$ cat src/rtl/mem_pkg.sv
// mem_pkg: shared definitions for the MEM-stage data-memory access unit.
//   - access size encodings (SZ_BYTE / SZ_HALF / SZ_WORD, 2'b11 reserved = word)
//   - FSM state encoding of the access unit
//   - default bus timeout (used only when DMEM_TIMEOUT_EN is defined)
//   - helper functions for alignment check and store lane formatting
package mem_pkg;

  localparam logic [1:0] SZ_BYTE = 2'b00;
  localparam logic [1:0] SZ_HALF = 2'b01;
  localparam logic [1:0] SZ_WORD = 2'b10;

  localparam int DEF_TIMEOUT_CYCLES = 255;

  typedef enum logic [1:0] {
    ST_IDLE = 2'b00,
    ST_BUSY = 2'b01,
    ST_DONE = 2'b10
  } state_e;

  // Half needs addr[0]==0; word (and reserved) needs addr[1:0]==0.
  function automatic logic is_misaligned(input logic [1:0] size, input logic [1:0] lo);
    case (size)
      SZ_BYTE: is_misaligned = 1'b0;
      SZ_HALF: is_misaligned = lo[0];
      default: is_misaligned = (lo != 2'b00);
    endcase
  endfunction

  function automatic logic [3:0] store_be(input logic [1:0] size, input logic [1:0] lo);
    case (size)
      SZ_BYTE: store_be = 4'b0001 << lo;
      SZ_HALF: store_be = 4'b0011 << lo;
      default: store_be = 4'b1111;
    endcase
  endfunction

  // Replicate the right-aligned store data into every lane it could land in.
  function automatic logic [31:0] store_wdata(input logic [1:0] size, input logic [31:0] wd);
    case (size)
      SZ_BYTE: store_wdata = {4{wd[7:0]}};
      SZ_HALF: store_wdata = {2{wd[15:0]}};
      default: store_wdata = wd;
    endcase
  endfunction

endpackage

$ cat src/rtl/mem_access_unit_load_align.sv
// load_align: combinational load formatter.
//   rdata         in  32  raw little-endian word from the data bus
//   lane          in  2   byte offset of the access (addr[1:0])
//   size          in  2   access size (mem_pkg SZ_*)
//   load_unsigned in  1   1 = zero-extend, 0 = sign-extend
//   data          out 32  lane-selected, extended load result
module load_align
  import mem_pkg::*;
(
  input  logic [31:0] rdata,
  input  logic [1:0]  lane,
  input  logic [1:0]  size,
  input  logic        load_unsigned,
  output logic [31:0] data
);

  logic [31:0] shifted_s;

  // Shift the addressed lane down to bit 0, then extend to 32 bits.
  always_comb begin
    shifted_s = rdata >> {lane, 3'b000};
    case (size)
      SZ_BYTE: data = load_unsigned ? {24'd0, shifted_s[7:0]}
                                    : {{24{shifted_s[7]}}, shifted_s[7:0]};
      SZ_HALF: data = load_unsigned ? {16'd0, shifted_s[15:0]}
                                    : {{16{shifted_s[15]}}, shifted_s[15:0]};
      default: data = shifted_s;
    endcase
  end

endmodule

$ cat src/rtl/mem_access_unit.sv
// mem_access_unit: MEM-stage data-memory access unit (EX/MEM -> MEM_WB).
// Issues one req/ack bus transaction per aligned load/store, stalls the front
// of the pipeline until it completes, and formats store lanes / load data.
// Optional feature: define DMEM_TIMEOUT_EN to add a BUSY timeout that raises
// bus_error after TIMEOUT_CYCLES cycles without ack.
// Ports:
//   clock, reset                         rising-edge clock, async active-high reset
//   MemRead_mem/MemWrite_mem             access request (write wins if both)
//   MemSize_mem, LoadUnsigned_mem        size and extension of the access
//   ALUresult_mem, WriteData_mem         effective address, right-aligned store data
//   ReadData                             registered formatted load result
//   mem_stall                            combinational pipeline freeze
//   misalign                             combinational flag while a misaligned access sits in MEM
//   bus_error                            registered timeout pulse (0 without DMEM_TIMEOUT_EN)
//   dmem_req/we/addr/wdata/be            registered data-memory bus request
//   dmem_rdata, dmem_ack                 bus response
module mem_access_unit
  import mem_pkg::*;
#(
  parameter int ADDR_W = 32
`ifdef DMEM_TIMEOUT_EN
  ,
  parameter int TIMEOUT_CYCLES = DEF_TIMEOUT_CYCLES
`endif
) (
  input  logic              clock,
  input  logic              reset,
  input  logic              MemRead_mem,
  input  logic              MemWrite_mem,
  input  logic [1:0]        MemSize_mem,
  input  logic              LoadUnsigned_mem,
  input  logic [31:0]       ALUresult_mem,
  input  logic [31:0]       WriteData_mem,
  output logic [31:0]       ReadData,
  output logic              mem_stall,
  output logic              misalign,
  output logic              bus_error,
  output logic              dmem_req,
  output logic              dmem_we,
  output logic [ADDR_W-1:0] dmem_addr,
  output logic [31:0]       dmem_wdata,
  output logic [3:0]        dmem_be,
  input  logic [31:0]       dmem_rdata,
  input  logic              dmem_ack
);

  state_e            state_r;
  state_e            state_nx;
  logic              acc_s;
  logic              misal_s;
  logic              timeout_s;
  logic [ADDR_W-1:0] addr_s;
  logic [31:0]       load_data_s;

  assign addr_s  = ALUresult_mem[ADDR_W-1:0];
  assign acc_s   = MemRead_mem | MemWrite_mem;
  assign misal_s = is_misaligned(MemSize_mem, ALUresult_mem[1:0]);

  // Inputs are held stable by the stalled pipeline, so they are used directly.
  load_align u_load_align (
    .rdata         (dmem_rdata),
    .lane          (ALUresult_mem[1:0]),
    .size          (MemSize_mem),
    .load_unsigned (LoadUnsigned_mem),
    .data          (load_data_s)
  );

`ifdef DMEM_TIMEOUT_EN
  localparam logic [15:0] TIMEOUT_LIMIT = 16'(TIMEOUT_CYCLES);
  logic [15:0] wait_cnt_r;

  // Fires on the edge that would complete the TIMEOUT_CYCLES-th ack-less BUSY cycle.
  assign timeout_s = (state_r == ST_BUSY) && !dmem_ack &&
                     ((wait_cnt_r + 16'd1) == TIMEOUT_LIMIT);

  // Count ack-less BUSY cycles; cleared whenever the FSM is outside BUSY.
  always_ff @(posedge clock or posedge reset) begin
    if (reset) begin
      wait_cnt_r <= 16'd0;
    end else if (state_r != ST_BUSY) begin
      wait_cnt_r <= 16'd0;
    end else if (!dmem_ack) begin
      wait_cnt_r <= wait_cnt_r + 16'd1;
    end else begin
      wait_cnt_r <= wait_cnt_r;
    end
  end
`else
  assign timeout_s = 1'b0;
`endif

  // FSM state register.
  always_ff @(posedge clock or posedge reset) begin
    if (reset) begin
      state_r <= ST_IDLE;
    end else begin
      state_r <= state_nx;
    end
  end

  // Next state plus the combinational stall and misalign flags.
  always_comb begin
    state_nx  = state_r;
    mem_stall = 1'b0;
    misalign  = 1'b0;
    case (state_r)
      ST_IDLE: begin
        if (acc_s && misal_s) begin
          misalign = 1'b1;
        end else if (acc_s) begin
          mem_stall = 1'b1;
          state_nx  = ST_BUSY;
        end else begin
          state_nx = ST_IDLE;
        end
      end
      ST_BUSY: begin
        mem_stall = 1'b1;
        if (dmem_ack || timeout_s) begin
          state_nx = ST_DONE;
        end else begin
          state_nx = ST_BUSY;
        end
      end
      // One unstalled cycle lets MEM_WB capture ReadData; never issue from here.
      ST_DONE: state_nx = ST_IDLE;
      default: state_nx = ST_IDLE;
    endcase
  end

  // Bus request registers, load result register and timeout pulse.
  always_ff @(posedge clock or posedge reset) begin
    if (reset) begin
      dmem_req   <= 1'b0;
      dmem_we    <= 1'b0;
      dmem_addr  <= '0;
      dmem_wdata <= 32'd0;
      dmem_be    <= 4'd0;
      ReadData   <= 32'd0;
      bus_error  <= 1'b0;
    end else begin
      bus_error <= timeout_s;
      case (state_r)
        ST_IDLE: begin
          if (acc_s && !misal_s) begin
            dmem_req   <= 1'b1;
            dmem_we    <= MemWrite_mem;
            dmem_addr  <= {addr_s[ADDR_W-1:2], 2'b00};
            dmem_be    <= store_be(MemSize_mem, ALUresult_mem[1:0]);
            dmem_wdata <= store_wdata(MemSize_mem, WriteData_mem);
          end else if (acc_s) begin
            ReadData <= 32'd0;
          end else begin
            dmem_req <= 1'b0;
          end
        end
        ST_BUSY: begin
          if (dmem_ack) begin
            dmem_req <= 1'b0;
            if (!dmem_we) begin
              ReadData <= load_data_s;
            end else begin
              ReadData <= ReadData;
            end
          end else if (timeout_s) begin
            dmem_req <= 1'b0;
            ReadData <= 32'd0;
          end else begin
            dmem_req <= 1'b1;
          end
        end
        ST_DONE: dmem_req <= 1'b0;
        default: dmem_req <= 1'b0;
      endcase
    end
  end

endmodule

$ cat config.mk
export PLATFORM = sky130hd
export DESIGN_NAME = mem_access_unit
export DESIGN_NICKNAME = d
export VERILOG_FILES = /design/src/rtl/mem_pkg.sv /design/src/rtl/mem_access_unit_load_align.sv /design/src/rtl/mem_access_unit.sv
export SDC_FILE = /design/constraint.sdc
export NUM_CORES = 1
export LEC_CHECK = 0
export CAP_MARGIN = 20
export CORE_ASPECT_RATIO = 1.75
export CORE_MARGIN = 3
export CORE_UTILIZATION = 46
export DETAILED_ROUTE_END_ITERATION = 8
export GPL_ROUTABILITY_DRIVEN = 0
export PLACE_DENSITY = 0.95
export SETUP_SLACK_MARGIN = 0.2
export SLEW_MARGIN = 20
export SYNTH_ARGS = -nofsm -noshare
export SYNTH_HDL_FRONTEND = slang
export SYNTH_SLANG_ARGS = --single-unit
$ cat constraint.sdc
create_clock -name clock -period 8.6 [get_ports clock]
set_input_delay 1.72 -clock clock [delete_from_list [all_inputs] [get_ports clock]]
set_output_delay 1.72 -clock clock [all_outputs]
set_load 0.01 [all_outputs]
After elaboration in Yosys (flattened, before gate mapping)
Index checks and enable logic that the tools add are counted.
{ "op_classes": {"n_eq_ne": 8, "bitwise_logic": 1, "mux": 24, "n_reduce_logical": 9, "shift": 3} }
{ "op_table": {"columns": ["op", "count"], "rows": [
  ["two-way mux 32 bit", 6],
  ["one-hot mux 32 bit (2 select lines)", 3],
  ["right shift 32 x 5 -> 32 bit", 1],
  ["!= test 2 bit (second input constant)", 5],
  ["two-way mux 1 bit", 8],
  ["one-hot mux 4 bit (2 select lines)", 1],
  ["one-hot mux 1 bit (2 select lines)", 3],
  ["AND reduction 5 bit", 1],
  ["equality test 2 x 1 -> 1 bit (second input constant)", 2],
  ["logical NOT 2 bit", 2],
  ["two-way mux 2 bit", 2],
  ["one-hot mux 2 bit (2 select lines)", 1],
  ["nonzero test 2 bit", 2],
  ["<< shifter 1 x 2 -> 4 bit (first input constant)", 1],
  ["<< shifter 2 x 2 -> 4 bit (first input constant)", 1],
  ["!= test 3 bit (second input constant)", 1],
  ["logical AND 1 bit", 2],
  ["AND reduction 2 bit", 1],
  ["logical NOT 1 bit", 1],
  ["OR 1 bit", 1]
]} }
{ "word_totals": {"inputBits": 104, "reg_bits": 102, "out_inout_bits": 105, "elab_cells": 52} }

Longest topological paths before layout
Gate-level depths: netlist of run 1.
{ "depth": {"ltp_word": 6, "depth_mapped": 6, "mapped_depth_nobuf": 4} }

Modules after synthesis
Synthesis of run 1 repeated with hierarchy kept, for this count alone.
{ "unflattened": {"hier_cells": 500, "hier_area_um2": 5261.3} }
{ "by_module_without_submodules": {"columns": ["module", "n_inst", "seq_area_each_um2", "cells_each", "area_each_um2"], "rows": [
  ["mem_access_unit", 1, 2552.4, 397, 4493.1],
  ["load_align", 1, 0.0, 103, 768.2]
]} }

Worst setup path before layout of run 1
No wires, ideal clock.
{ "synth_path": {"path_type": "input port to output port", "start": "input port MemSize_mem[0]", "end": "output port mem_stall", "arrival_time_ps": 2376, "required_ps": 6880, "stages": 5, "slack_ps": 4504, "n_path_buf": 1, "cell_sequence": "buf_4 -> a21o_1 -> nand2_1 -> nand2_1 -> nand2_1"} }
{ "synth_via": {"elab_chain_len": 5} }
{ "synth_lines": {"columns": ["item", "line_no", "rtl"], "rows": [
  ["from (decl)", "mem_access_unit.sv:30", "input logic [1:0] MemSize_mem,"],
  ["equality test 2 x 1 -> 1 bit or logical NOT 2 bit (tied branches)", "mem_pkg.sv:22", "case (size)"],
  ["one-hot mux 1 bit (2 select lines) (*)", "mem_pkg.sv:22", null],
  ["logical AND 1 bit (*)", "mem_access_unit.sv:108", "if (acc_s && misal_s) begin"],
  ["two-way mux 1 bit (*)", "mem_access_unit.sv:108", null],
  ["one-hot mux 1 bit (2 select lines) (*)", "mem_access_unit.sv:106", "case (state_r)"],
  ["to (decl)", "mem_access_unit.sv:35", "output logic mem_stall,"]
]} }
Mark *: on every way between the ends. The rest lies on a longest branch, timed or not.

Worst setup path in the final report of run 1
{ "layout_path": {"start": "input port ALUresult_mem[0]", "end": "output port misalign"} }
{ "layout_via": {"elab_chain_len": 5} }
{ "layout_lines": {"columns": ["item", "line_no", "rtl"], "rows": [
  ["from (decl)", "mem_access_unit.sv:32", "input logic [31:0] ALUresult_mem,"],
  ["nonzero test 2 bit", "mem_pkg.sv:25", "default: is_misaligned = (lo != 2'b00);"],
  ["one-hot mux 1 bit (2 select lines) (*)", "mem_pkg.sv:22", null],
  ["logical AND 1 bit (*)", "mem_access_unit.sv:108", null],
  ["two-way mux 1 bit (*)", "mem_access_unit.sv:108", null],
  ["two-way mux 1 bit (*)", "mem_access_unit.sv:106", null],
  ["to (decl)", "mem_access_unit.sv:36", "output logic misalign,"]
]} }
Marks and branches as above.

==> results of run 1 <==
cell usage after synthesis, types with 8 or more instances:
cell / instances
dfrtp_1: 102
a21boi_0: 8
clkbuf_1: 12
mux2_2: 43
nor2_1: 23
nor2b_1: 9
o21ai_0: 41
buf_4: 8
a2bb2oi_1: 8
a22o_1: 10
a21oi_1: 16
mux2i_1: 43
o31ai_1: 8
nand2_1: 47
layout make-up:
type | instances | area [sq um]
clock inverter | 6 | 51.30
sequential | 102 | 2552
timing repair buffer | 213 | 2107
multi-input combinational | 302 | 2228
fill | 736 | 3075
inverter | 2 | 10.01
clock buffer | 10 | 239.0
tap | 127 | 158.9
state kept, by name (all words and copies together) (netlist names):
register and cells:
dmem_wdata 32, ReadData 32, dmem_be 4, state_r 2
dmem_req 1, dmem_we 1, dmem_addr 30
where the power goes:
part	switching (uW)	total, uW	internal, uW
clock	190	399	209
combinational	378	902	524
sequential	115	785	670
total	683	2090	1400
per-stage QoR:
| stage | std cells | hold WS (ns) | area [sq um] | setup WS [ns] |
|---|---|---|---|---|
| after global placement | 745 | 0.4664 | 7049 | 3.300 |
| after CTS | 762 | 0.4820 | 7347 | 3.260 |
| after detailed placement | 746 | 0.4678 | 7057 | 3.263 |
| final | 762 | 0.4803 | 7347 | 3.250 |
| after global routing | 762 | 0.5159 | 7347 | 3.136 |
| after floorplan | 442 | 0.5162 | 4977 | 4.205 |
routing by layer:
metal  global-route usage, %  vias up  wire [microns]
met5                       0        -               0
met4                   11.76        0             560
li1                        -     1961               -
met1                   26.08     2147            5212
met3                   6.540       37            1225
met2                   47.01      233            8460
cells by family (layout without fill, tap and decap cells):
| family | after synthesis | after routing | synth area share, % |
|---|---|---|---|
| buf+inv | 38 | 231 | 4.406 |
| xor+xnor | 1 | 1 | 0.1763 |
| compound gates | 112 | 112 | 15.74 |
| mux | 91 | 91 | 19.76 |
| flops | 102 | 102 | 51.36 |
| simple gates | 95 | 95 | 8.484 |
| other cells | 1 | 3 | 0.07546 |
worst paths after layout:
path                       cells past startpoint  slack [ns]                   endpoint                      from
setup / recovery                               6        3.25                   misalign          ALUresult_mem[0]
setup reg to reg                               4        6.05  dmem_addr[15]$_DFFE_PP0P_    state_r[1]$_DFFE_PP0N_
hold / removal                                 2        0.48   ReadData[27]$_DFFE_PP0P_  ReadData[27]$_DFFE_PP0P_
hold reg to reg                                2        0.48   ReadData[27]$_DFFE_PP0P_  ReadData[27]$_DFFE_PP0P_
min in group asynchronous                      2        1.77  dmem_addr[18]$_DFFE_PP0P_                     reset
max in group asynchronous                      3        5.64   ReadData[27]$_DFFE_PP0P_                     reset
worst max-delay path: cells and delay by family:
family	cells	cell delay, ns
AOI/OAI and AO/OA	1	0.29
buffers and inverters	3	1.38
and+or+nand+nor	2	0.24
==> reports/qor.csv, run 1 <==
metric,value,unit
Synth Flop Type,dfrtp_1,
initial antenna violation count,0,
"antenna viol nets, final",0,
PD cells,283.9,nW/um^2
crit path max fanout,40,
post-CTS sizing,0,
CTS Root Cell,clkbuf_16,
"commonest cells after routing, fill and taps aside","clkdlybuf4s50_1, dfrtp_1, nand2_1",
TNS Setup,0,ns
CP max-delay cell,clkdlybuf4s50_1,
"Hold Vio Cnt, Final",0,
Worst Skew,0.01505,ns
Routed Wire Length,15.46,mm
Setup CP Type,input pin to output port,
Total Power,2086,uW
Worst Tran Pin Value,0.8578,ns
unrepaired setup endpoints after global routing,false,
via density per instance,5.745,
HP Class,flip-flop to flip-flop,
Slew Limit Headroom,42.81,%
final setup violating endpoints,0,
clock sink count,102,
crit path launch type,input pin,
status,completed,
PortBufs,205,
Max Cap Violations,0,
Clock Tree Buf Depth,2,
synth unique cells,39,
"Slew Viols, Final",0,
initial core utilization,47.68,%
Tmin final,5.350,ns
CTS buffer count,9,
Max Freq,0.1869,GHz
Worst setup EP type,output port,
drt wl/cell,20.29,microns
DR pass1 iterations,5,
critical path cell sequence,clkdlybuf4s50_1 > buf_4 > a21o_1 > nand2_1 > nor2_1 > clkdlybuf4s50_1,
H-tree depth,3,
hold buffer count at cts,0,
Die X,84.57,microns
"slowest stage delay, CP",0.55,ns
yosys warns,0,
postcts setup bufs,0,
DPL Wire Length,11.74,mm
share of layout cells above drive strength 1,12.28,%
Die Ht,143.5,microns
"commonest non-fill, non-tap cell in the layout",clkdlybuf4s50_1,
"most used cell, CP",clkdlybuf4s50_1,
VDD IR max,0.0002028,V
post-synthesis cell count,440,
first-pass GRT wire length,24.01,mm
GR Overflow Total,0,
Async SR Flop Fraction,100.0,%
Layout area overhead,47.83,%
critical path arrival,3.63,ns
leakage,0.003068,uW
top cell type's share of synthesized area,51.36,%
flop and latch count out of synthesis,102,
core area,10420,sq um
DR vias,4378,
All-Layer GR Usage,25.25,%
number of flops mapped to enable cells by yosys,0,
Site Rows,49,
CTS tree,yes,
Diodes inserted,0,
"Net count, final",734,
Worst-path clk slew,0.06,ns
average instance area after synthesis,11.29,sq um
Post-Route Utilization,70.49,%
largest area contributor in the netlist,dfrtp_1,
io pins,209,
Synth area leaders,"dfrtp_1, mux2_2, mux2i_1",
Die ar.,12140,sq um
Synth Cell Area,4970,sq um
DRC viols,0,
"Clk Latency, worst-skew pair",0.35,ns
largest net degree at the start of global routing,77,
vias in the first global route,4622,
final period utilization,62.21,%
DRT iter0 DRCs,218,
Worst Path Required,6.88,ns
post-synthesis sequential area ratio,51.36,%
Power figures use the tool's default switching activity.
==> run 2: changes to the inputs <==
--- a/config.mk
+++ b/config.mk
@@ -8,10 +8,10 @@
 export CAP_MARGIN = 20
 export CORE_ASPECT_RATIO = 1.75
 export CORE_MARGIN = 3
-export CORE_UTILIZATION = 46
+export CORE_UTILIZATION = 39
 export DETAILED_ROUTE_END_ITERATION = 8
 export GPL_ROUTABILITY_DRIVEN = 0
-export PLACE_DENSITY = 0.95
+export PLACE_DENSITY = 0.88
 export SETUP_SLACK_MARGIN = 0.2
 export SLEW_MARGIN = 20
 export SYNTH_ARGS = -nofsm -noshare
==> constraint.sdc (replaced) <==
create_clock -name clock -period 4.8 [get_ports clock]
set_input_delay 0.96 -clock clock [delete_from_list [all_inputs] [get_ports clock]]
set_output_delay 0.96 -clock clock [all_outputs]
set_load 0.01 [all_outputs]
==> run 2 against run 1 <==
Hold slack improved by 0.0053 ns. Die area grew 17%. Cell area is 1.0% higher. Via count fell by 1.9%. Final cell count grew 5.5%. Critical endpoint unchanged. Largest cell class unchanged. Clock skew decreased by 0.0049 ns. Setup slack got worse by 2.3 ns.
==> reports/qor.csv, run 2 (same netlist as run 1, synthesis figures left out) <==
metric,value,unit,change
status,completed,,
Total Power,3737,uW,+79%
Die ar.,14190,sq um,+17%
Internal Power,2511,uW,+79%
TNS Setup,0,ns,unchanged
CTS buffer count,9,,unchanged
core area,12500,sq um,+20%
Die Ht,155.3,microns,+8.2%
critical path cell sequence,clkdlybuf4s50_1 > buf_4 > a21o_1 > nand2_1 > nor2_1 > clkdlybuf4s50_1,,
"commonest non-fill, non-tap cell in the layout",clkdlybuf4s50_1,,
Post-Route Utilization,59.37,%,-11 points
hold buffer count at cts,0,,unchanged
Switch Pwr,1226,uW,+80%
postcts setup bufs,0,,unchanged
Tmin final,3.877,ns,
DR pass1 iterations,4,,-1
first-pass GRT wire length,24.27,mm,+1.1%
"Hold Vio Cnt, Final",0,,unchanged
CTS tree,yes,,
CP max-delay cell,clkdlybuf4s50_1,,
Worst Tran Pin Value,0.8791,ns,+0.02128 ns
DPL Wire Length,11.72,mm,-0.14%
PD cells,503.6,nW/um^2,+77%
DRC viols,0,,unchanged
Worst Skew,0.01019,ns,-0.004865 ns
Diodes inserted,0,,unchanged
CTS Root Cell,clkbuf_16,,
io pins,209,,unchanged
Slew Limit Headroom,41.40,%,-1.4 points
final setup violating endpoints,0,,unchanged
sw frac,32.80,%,+0.068 points
crit path max fanout,39,,-2.5%
Multi-input gate area,2228,sq um,unchanged
drt wl/cell,19.25,microns,-5.1%
sequential group share of total power,37.5,%,about the same
Layout area overhead,49.32,%,
share of layout cells above drive strength 1,12.42,%,+0.14 points
VDD IR max,0.0002805,V,+38%
post-CTS sizing,0,,unchanged
"slowest stage delay, CP",0.56,ns,about the same
Clock Tree Buf Depth,2,,unchanged
Setup CP Type,input pin to output port,,
reg2reg path depth,4,,unchanged
via density per instance,5.341,,-7.0%
H-tree depth,3,,unchanged
Hold Path Sink,ReadData[20]$_DFFE_PP0P_,,
vias in the first global route,4561,,-1.3%
critical path arrival,2.92,ns,-0.71 ns
Site Rows,54,,+10%
unrepaired setup endpoints after global routing,false,,
"antenna viol nets, final",0,,unchanged
FILL cells,1016,,+38%
Max Freq,0.2580,GHz,
initial core utilization,39.76,%,-7.9 points
final period utilization,80.77,%,
"Clk Latency, worst-skew pair",0.34,ns,about the same
Worst Path Required,3.84,ns,-3.04 ns
Worst setup EP type,output port,,
leakage,0.003078,uW,+0.31%
initial antenna violation count,0,,unchanged
Regs by FF count,"ReadData: 32 flops, dmem_wdata: 32 flops, dmem_addr: 30 flops",,
Clock power frac,19.5,%,+0.4 points
hold-critical path depth,2,,unchanged
reg-to-reg critical path startpoint,state_r[1]$_DFFE_PP0N_,,
HP Class,flip-flop to flip-flop,,
Worst Path Buf+Inv,3,,unchanged
clock sink count,102,,unchanged
Routed Wire Length,15.48,mm,+0.12%
"Slew Viols, Final",0,,unchanged
PortBufs,205,,unchanged
critical path depth,6,,unchanged
r2r endpoint,dmem_wdata[2]$_DFFE_PP0P_,,
Worst-path clk slew,0.07,ns,about the same
largest net degree at the start of global routing,87,,+13%
Hold Crit Start,ReadData[20]$_DFFE_PP0P_,,
reg-to-reg setup timing slack,2.58,ns,-3.47 ns
"most used cell, CP",clkdlybuf4s50_1,,
All-Layer GR Usage,21.79,%,-3.5 points
FF+latch area,2552,sq um,unchanged
GR Overflow Total,0,,unchanged
DRT iter0 DRCs,206,,-5.5%
Die X,91.33,microns,+8.0%
"delay-heaviest family, CP",buffers and inverters,,
crit path launch type,input pin,,
DR vias,4294,,-1.9%
"Net count, final",735,,+0.14%
combinational power share,43.0,%,-0.2 points
"commonest cells after routing, fill and taps aside","clkdlybuf4s50_1, dfrtp_1, nand2_1",,
Max Cap Violations,0,,unchanged
-- run 2: worst max path at each step --
stage	start	end	slack (ns)
4_1_cts	ALUresult_mem[0]	misalign	0.93
3_5_place_dp	ALUresult_mem[0]	misalign	0.93
2_1_floorplan	reset	ReadData[0]$_DFFE_PP0P_	1.16
3_3_place_gp	ALUresult_mem[0]	misalign	1.01
5_1_grt	ALUresult_mem[0]	misalign	0.80
6_report	ALUresult_mem[0]	misalign	0.92
-- run 2: power by group through the flow --
| stage | sequential, uW | combinational (uW) | clock (uW) |
|---|---|---|---|
| finish | 1400 | 1610 | 728 |
| floorplan | 1550 | 519 | 0 |
| global route | 1440 | 1720 | 784 |
| CTS | 1410 | 1630 | 753 |
| global placement | 1400 | 1580 | 0 |
| detailed placement | 1420 | 1620 | 0 |
-- run 2: layout make-up --
type	count	area share, %
sequential	102	34.40
inverter	2	0.1686
multi-input combinational	302	30.03
timing repair buffer	214	28.49
clock inverter	7	1.045
clock buffer	9	3.035
tap	168	2.833
-- run 2: per-stage QoR --
stage	hold WS [ns]	setup slack, ns	cell area (sq um)	std cells
5_1_grt	0.5108	0.7982	7421	804
4_1_cts	0.4894	0.9326	7418	804
2_1_floorplan	0.5162	1.165	4977	442
6_report	0.4856	0.9233	7421	804
3_5_place_dp	0.4721	0.9347	7116	788
3_3_place_gp	0.4651	1.007	7116	788
-- run 2: metal layers --
metal,part of all wire [%],vias to the layer above,GRT usage [%]
li1,-,1966,-
met1,35,2071,22.92
met2,54,225,40.62
met3,7.7,32,5.612
met4,3.3,0,9.065
met5,0,-,0
-- run 2: tightest hold or removal path, stage by stage (launching register included) --
cell and delay [ns]:
dfrtp_1 0.35, nand2_1 0.05, o21ai_0 0.06
